File: src/rtl/csla_pkg.sv
// Shared constants and stage-count helper for the pipelined carry-select adder.
package csla_pkg;

    localparam int CSLA_DEF_W   = 20;
    localparam int CSLA_DEF_BLK = 4;

    // Number of pipeline stages needed to cover w/blk blocks at bps blocks per stage.
    function automatic int nst(input int w, input int blk, input int bps);
        return ((w / blk) + bps - 1) / bps;
    endfunction

endpackage

File: src/rtl/csla_blk.sv
// One carry-select block: plain sum and its +1 (BEC) form computed in parallel,
// the incoming carry picks one. Without an A operand the block is a pure incrementer.
module csla_blk
    import csla_pkg::*;
#(
    parameter int BLK   = CSLA_DEF_BLK,
    parameter bit HAS_A = 1'b1
) (
    input  logic [BLK-1:0] a,
    input  logic [BLK-1:0] b,
    input  logic           cin,
    output logic [BLK-1:0] sum,
    output logic           cout
);

    logic [BLK-1:0] s0;
    logic [BLK-1:0] s1;
    logic           c0;
    logic           c1;

    if (HAS_A) begin : g_add
        assign {c0, s0} = {1'b0, a} + {1'b0, b};
    end else begin : g_bec
        // Above the A operand width the a inputs are tied off and never read.
        logic unused_a;
        assign unused_a = ^a;
        assign s0       = b;
        assign c0       = 1'b0;
    end

    assign s1   = s0 + BLK'(1);
    assign c1   = c0 | (&s0);
    assign sum  = cin ? s1 : s0;
    assign cout = cin ? c1 : c0;

endmodule

File: src/rtl/csla_pipe.sv
// Pipelined carry-select adder: out_sum = in_a + in_b + in_cin (mod 2^W), carry on out_cout.
// Stage registers every BPS blocks, with a bubble-compressing valid/ready chain.
module csla_pipe
    import csla_pkg::*;
#(
    parameter int W   = CSLA_DEF_W,
    parameter int WA  = 16,
    parameter int BLK = CSLA_DEF_BLK,
    parameter int BPS = 2
) (
    input  logic          clk,
    input  logic          rst,
    input  logic          in_valid,
    output logic          in_ready,
    input  logic [WA-1:0] in_a,
    input  logic [W-1:0]  in_b,
    input  logic          in_cin,
    output logic          out_valid,
    input  logic          out_ready,
    output logic [W-1:0]  out_sum,
    output logic          out_cout
);

    localparam int NBLK = W / BLK;
    localparam int NBA  = WA / BLK;
    localparam int NST  = nst(W, BLK, BPS);

    logic [NST-1:0] vld;
    logic [NST-1:0] adv;
    logic [WA-1:0]  a_q [NST];
    logic [W-1:0]   w_q [NST];
    logic           c_q [NST];

    // A stage may load when it is empty or when the stage after it moves on,
    // so bubbles collapse while the output is stalled.
    always_comb begin
        adv        = '0;
        adv[NST-1] = ~vld[NST-1] | out_ready;
        for (int s = NST - 2; s >= 0; s--) begin
            adv[s] = ~vld[s] | adv[s+1];
        end
    end

    for (genvar s = 0; s < NST; s++) begin : g_stage
        localparam int FB = s * BPS;
        localparam int NB = (FB + BPS <= NBLK) ? BPS : NBLK - FB;

        logic [WA-1:0]  ai;
        logic [W-1:0]   wi;
        logic           vi;
        logic [NB:0]    c;
        logic [BLK-1:0] bs [NB];
        logic [W-1:0]   wn;
        logic           vr;
        logic           cr;
        logic [WA-1:0]  ar;
        logic [W-1:0]   wr;

        // The word register carries finished sum bits below this stage and raw b bits above it.
        if (s == 0) begin : g_head
            assign ai   = in_a;
            assign wi   = in_b;
            assign vi   = in_valid;
            assign c[0] = in_cin;
        end else begin : g_link
            assign ai   = a_q[s-1];
            assign wi   = w_q[s-1];
            assign vi   = vld[s-1];
            assign c[0] = c_q[s-1];
        end

        for (genvar k = 0; k < NB; k++) begin : g_blk
            localparam int J = FB + k;
            if (J < NBA) begin : g_full
                csla_blk #(.BLK(BLK), .HAS_A(1'b1)) u_blk (
                    .a   (ai[J*BLK +: BLK]),
                    .b   (wi[J*BLK +: BLK]),
                    .cin (c[k]),
                    .sum (bs[k]),
                    .cout(c[k+1])
                );
            end else begin : g_inc
                csla_blk #(.BLK(BLK), .HAS_A(1'b0)) u_blk (
                    .a   ('0),
                    .b   (wi[J*BLK +: BLK]),
                    .cin (c[k]),
                    .sum (bs[k]),
                    .cout(c[k+1])
                );
            end
        end

        always_comb begin
            wn = wi;
            for (int k = 0; k < NB; k++) begin
                wn[(FB+k)*BLK +: BLK] = bs[k];
            end
        end

        always_ff @(posedge clk or posedge rst) begin
            if (rst) begin
                vr <= 1'b0;
                cr <= 1'b0;
                ar <= '0;
                wr <= '0;
            end else if (adv[s]) begin
                vr <= vi;
                cr <= c[NB];
                ar <= ai;
                wr <= wn;
            end
        end

        assign vld[s] = vr;
        assign a_q[s] = ar;
        assign w_q[s] = wr;
        assign c_q[s] = cr;
    end

    assign in_ready  = adv[0];
    assign out_valid = vld[NST-1];
    assign out_sum   = w_q[NST-1];
    assign out_cout  = c_q[NST-1];

endmodule
File: config.mk
export PLATFORM = sky130hd
export DESIGN_NAME = csla_pipe
export DESIGN_NICKNAME = d
export VERILOG_FILES = /design/src/rtl/csla_pkg.sv /design/src/rtl/csla_blk.sv /design/src/rtl/csla_pipe.sv
export SDC_FILE = /design/constraint.sdc
export NUM_CORES = 1
export LEC_CHECK = 0
export BUFFER_PORTS_ARGS = -buffer_cell sky130_fd_sc_hd__buf_2
export CORE_MARGIN = 10
export CORE_UTILIZATION = 40
export DETAILED_ROUTE_END_ITERATION = 16
export GPL_ROUTABILITY_DRIVEN = 0
export SLEW_MARGIN = 40
export SYNTH_ARGS = -nofsm -noshare
export SYNTH_HDL_FRONTEND = slang
export SYNTH_SLANG_ARGS = --single-unit
File: constraint.sdc
create_clock -name clk -period 6 [get_ports clk]
set_clock_uncertainty 0.1 [all_clocks]
set_input_delay 0.6 -clock clk [delete_from_list [all_inputs] [get_ports clk]]
set_output_delay 0.6 -clock clk [all_outputs]
set_load 0.01 [all_outputs]
==> results.toml, run 1 <==
[run_status]
status = "finished, final reports clean"

[detailed_routing]
postRouteAntennaNets = 0
viasPerCell = 4.77
drt-total-wl_mm = 7.10
avgRoutedWirePerCell_um = 13.1
via_count = 2583
first_iter_violations = 75
drc_errors = 0
dr.pass1.iters = 4

[final_layout]
diodes = 0
layout_commonest_cell = "nand2_1"
drive_gt1_share_pct = 24.0
final_net_count = 494
area_delta_synth_final_pct = 18.1
post-route-util_pct = 48.8
final_cell_mix = "121 x nand2_1, 74 x dfrtp_1, 63 x buf_2"
fillCellCount = 852

[clock_network]
cts_tree = "yes"
clock_latency_ns = 0.34
clk_pin_slew_ns = 0.08
numCtsBuffers = 9
clockBufferDepth = 2
postCtsHoldBufs = 0
post_cts_buffers = 0
clock-sinks = 74
clock-root-buffer = "clkbuf_8"
htreeDepth = 3
cts_resized = 0

[pwr]
peakVddDrop_mv = 0.121
internal_power_mw = 1.05
leakage_nw = 2.17
power_per_cell_area_nw_per_um2 = 357
switching_share_pct = 31.0
p_comb_share_pct = 26.0
p_sw_mw = 0.473
power_frac_seq_pct = 45.8
power.share.clock_pct = 28.1

[yosys]
yosysSeqAreaShare_pct = 51.2
netlist-cell-type-count = 38
syn_area_per_cell_um2 = 9.91
synth-seq-cells = 74
synthesis.area_um2 = 3620
async_flop_share_pct = 100
synth-edff-count = 0
synth_cells = 365
ys_warn_count = 0
syn-num-nets = 431
synth_ff_type = "dfrtp_1"

[critical_path]
setup.worst_path.end_class = "primary output"
crit_type = "reg2out"
cp.arrival_ns = 1.84
startpoint_type = "register"
cp_max_fo = 30
cpMaxStageDelayCell = "dfrtp_1"
crit_chain = "nor2b_1 > and3_1 > buf_4 > clkinv_1 > buf_2"
crit_required_ns = 5.30
cp_slowest_stage_delay_ns = 0.37
critical_path.top_delay_family = "buffers and inverters"
path_buf_inv = 3

[timing]
setup_tns_ns = 0
fmax_ghz = 0.394
worstMarginPinSlew_ns = 0.683
rsz0062_at_grt = "no"
slew_headroom_pct = 54.5
setup_violations = 0
maxSlewViolCount = 0
period_share_pct = 42.3
fin_crit_ns = 2.54
hold_viol_final = 0

[die]
coreArea_um2 = 8760
initial_core_util_pct = 41.3
die-width_um = 115
pin_count = 64
row_count = 34
dieArea_um2 = 13300
die_height_um = 115

[global_routing]
grt_pass1_vias = 2606
grt_pass1_wl_mm = 12.3
grt-ovfl-total = 0
antenna_found_initial = 0
grt_usage_pct = 11.3
grt_max_degree = 75

[placement]
hpwl_mm = 5.34
port_buffers = 63

[min_path]
hp-class = "in2async"

[flow_run]
drv_cap = 0
## registers in the layout, indices dropped and copies added (netlist names)
register and count:
g_stage.ar 8, g_stage.cr 2, g_stage.vr 2, g_stage.wr 40
out_cout 1, out_sum 20, out_valid 1
## per-stage QoR
step / power, mW / setup WS [ns] / hold WS (ns) / area, um^2 / std cells
finish: 1.53 / 3.46 / 0.301 / 4270 / 541
global route: 1.64 / 3.28 / 0.343 / 4270 / 541
CTS: 1.55 / 3.42 / 0.336 / 4270 / 541
detailed placement: 1.12 / 3.24 / 0.354 / 4050 / 525
global placement: 1.10 / 3.28 / 0.340 / 4040 / 525
floorplan: 0.979 / 3.42 / 0.326 / 3620 / 365
## tightest hold or removal path: cells and delay by family
family	cells	cell delay [ns]
buffers and inverters	3	0.63
## power by group through the flow
stage | Sequential, mW | Clock, mW | Combinational [mW]
4_1_cts | 0.702 | 0.443 | 0.408
6_report | 0.700 | 0.430 | 0.398
5_1_grt | 0.718 | 0.465 | 0.459
3_5_place_dp | 0.712 | 0 | 0.406
3_3_place_gp | 0.708 | 0 | 0.397
2_1_floorplan | 0.715 | 0 | 0.264
## cells by family after synthesis
kind of cell,after synthesis,synth area share [%]
simple gates,166,19.2
flops,74,51.2
compound gates,45,8.37
fa+ha+maj,25,9.47
buf+inv,19,2.04
xor+xnor,18,4.36
mux,18,5.39
## final cells by class
cell class	instances	area [um^2]	area share, %
Clock buffer	10	138	3.22
Inverter	4	15.0	0.351
Multi-Input combinational cell	272	1700	39.7
Timing Repair Buffer	67	349	8.17
Sequential cell	74	1850	43.3
Clock inverter	6	90.1	2.11
Tap cell	108	135	3.16
## cell usage after synthesis (6+ instances only)
| master | count | area (um^2) |
|---|---|---|
| nand2_1 | 122 | 458 |
| ha_1 | 21 | 263 |
| nand3_1 | 7 | 35.0 |
| a21oi_1 | 17 | 85.1 |
| a21o_1 | 8 | 60.1 |
| xor2_1 | 10 | 87.6 |
| dfrtp_1 | 74 | 1850 |
| mux2_2 | 12 | 135 |
| o21ai_0 | 9 | 45.0 |
| clkbuf_1 | 11 | 41.3 |
| nor2_1 | 16 | 60.1 |
| nand2b_1 | 6 | 37.5 |
| xnor2_1 | 8 | 70.1 |
| mux2i_1 | 6 | 60.1 |
## worst paths after layout
check / start / slack (ns) / endpoint / depth (start not counted)
max: out_valid / 3.46 / in_ready / 5
min: rst / 0.30 / out_sum[4] / 3
max reg2reg: g_stage[0].ar[8] / 3.53 / g_stage[1].wr[14] / 7
min reg2reg: out_sum[6] / 0.36 / out_sum[6] / 2
max in group asynchronous: rst / 5.03 / g_stage[0].wr[12] / 3
min in group clk: in_b[8] / 0.35 / g_stage[0].wr[8] / 3
## routing by layer
layer | part of all wire, % | track usage, % | vias to the layer above | wire length [um]
li1 | - | - | 1338 | -
met1 | 48 | 15.0 | 1191 | 3400
met2 | 45 | 16.5 | 50 | 3180
met3 | 6.2 | 3.85 | 4 | 440
met4 | 1.1 | 4.95 | 0 | 80
met5 | 0 | 0 | - | 0
No activity file was read; power rests on OpenSTA's default activity.
==> run 2: changes to the inputs <==
clock period = 2.6 ns   (was 6 ns; I/O delays follow)
==> results.toml, run 2 (same netlist as run 1, synthesis figures left out) <==
[run_status]
status = "finished, final reports clean"

[critical_path]
setup.worst_path.end_class = "register"
crit_type = "reg2reg"
rr_endpoint = "g_stage[1].wr[14]"
r2r_slack_ns = 0.16
cp_max_fo = 7
r2r-start = "g_stage[0].ar[8]"
startpoint_type = "register"
crit_required_ns = 2.73
reg2reg_depth = 7
cp.arrival_ns = 2.57

[placement]
postPlaceCellArea_um2 = 4070
port_buffers = 63
placedCellCount = 529
hpwl_mm = 5.57

[flow_run]
drv_cap = 0

[final_layout]
fillCellCount = 847
area_delta_synth_final_pct = 21.2
final_net_count = 513
final_cell_mix = "122 x nand2_1, 74 x dfrtp_1, 63 x buf_2"
largest_reg_flops = 40
drive_gt1_share_pct = 23.5
stdcell_area_um2 = 4380
fin_cells = 559
diodes = 0
layout_commonest_cell = "nand2_1"
regMostFlops = "g_stage.wr"

[clock_network]
cts_tree = "yes"
htreeDepth = 3
numCtsBuffers = 9
clk_pin_slew_ns = 0.07
clockBufferDepth = 2
clock-root-buffer = "clkbuf_8"
clock_latency_ns = 0.34
clock-sinks = 74

[die]
die-width_um = 115
initial_core_util_pct = 41.3
die_height_um = 115
row_count = 34
pin_count = 64
dieArea_um2 = 13300
coreArea_um2 = 8760

[timing]
holdWs_ns = 0.0253
setup_tns_ns = 0
slew_headroom_pct = 53.7
setup_violations = 0
hold_viol_final = 0
fin_crit_ns = 2.44
fmax_ghz = 0.410
rsz0062_at_grt = "no"
period_share_pct = 93.8
worstMarginPinSlew_ns = 0.695
maxSlewViolCount = 0

[global_routing]
grt_pass1_vias = 2731
grt_max_degree = 28
grt-ovfl-total = 0
grt_usage_pct = 11.9
antenna_found_initial = 0
grt_pass1_wl_mm = 12.8

[min_path]
whs_endpoint = "g_stage[0].wr[8]"
hp-class = "in2reg"
min_path_cells = 3
hold_start = "in_b[8]"

[pwr]
power_per_cell_area_nw_per_um2 = 754
leakage_nw = 2.21
peakVddDrop_mv = 0.232
total_power_mw = 3.30

[detailed_routing]
postRouteAntennaNets = 0
dr.pass1.iters = 4
via_count = 2649
drc_errors = 0
first_iter_violations = 102
avgRoutedWirePerCell_um = 13.0
drt-total-wl_mm = 7.29
viasPerCell = 4.74
==> run 2: critical path: stages, from the launching register on <==
cell	delay [ns]
dfrtp_1	0.39
ha_1	0.22
fa_1	0.53
ha_1	0.19
nand3_2	0.11
o31ai_4	0.41
nand3_1	0.12
a31o_2	0.26
==> run 2: repair_timing <==
action | 4_1_cts | 5_1_grt
hold endpoints to repair | 39 | 0
resized for setup | 0 | 1
hold buffers | 15 | 0
setup buffers | 0 | 0
setup endpoints to repair | 0 | 1
==> run 2: area by class of cell <==
| cell class | instances | area, um^2 | area share [%] |
|---|---|---|---|
| Timing Repair Buffer | 86 | 526 | 12.0 |
| Tap cell | 108 | 135 | 3.08 |
| Inverter | 4 | 18.8 | 0.428 |
| Multi-Input combinational cell | 272 | 1690 | 38.6 |
| Clock buffer | 10 | 128 | 2.91 |
| Sequential cell | 74 | 1850 | 42.2 |
| Clock inverter | 5 | 32.5 | 0.742 |
==> run 2: power breakdown <==
group          switching, mW  total, mW  internal (mW)  leakage, nW
sequential             0.172       1.61           1.44        0.871
combinational          0.503      0.946          0.443         1.27
clock                  0.407      0.744          0.337       0.0742
total                   1.08       3.30           2.22         2.21
==> run 2: worst max-delay path by stage <==
stage	slack, ns	end	startpoint
6_report	0.16	g_stage[1].wr[14]	g_stage[0].ar[8]
5_1_grt	0.03	g_stage[1].wr[14]	g_stage[0].ar[8]
4_1_cts	0.15	g_stage[1].wr[14]	g_stage[0].ar[8]
3_3_place_gp	0.21	g_stage[0].wr[7]	in_a[0]
3_5_place_dp	0.15	g_stage[1].wr[14]	g_stage[0].ar[8]
2_1_floorplan	0.29	g_stage[1].wr[14]	g_stage[0].ar[8]
==> run 2: routing by layer <==
metal | routed length, um | vias to the layer above | global-route usage, %
li1 | - | 1381 | -
met1 | 3630 | 1219 | 16.0
met2 | 3270 | 43 | 17.2
met3 | 305 | 6 | 3.49
met4 | 80 | 0 | 5.20
met5 | 0 | - | 0
==> run 2: stage by stage <==
step	setup slack, ns	util (%)
after floorplan	0.288	-
after global routing	0.0256	50.0
final	0.162	50.0
after global placement	0.214	46.4
after CTS	0.150	50.0
after detailed placement	0.147	46.4
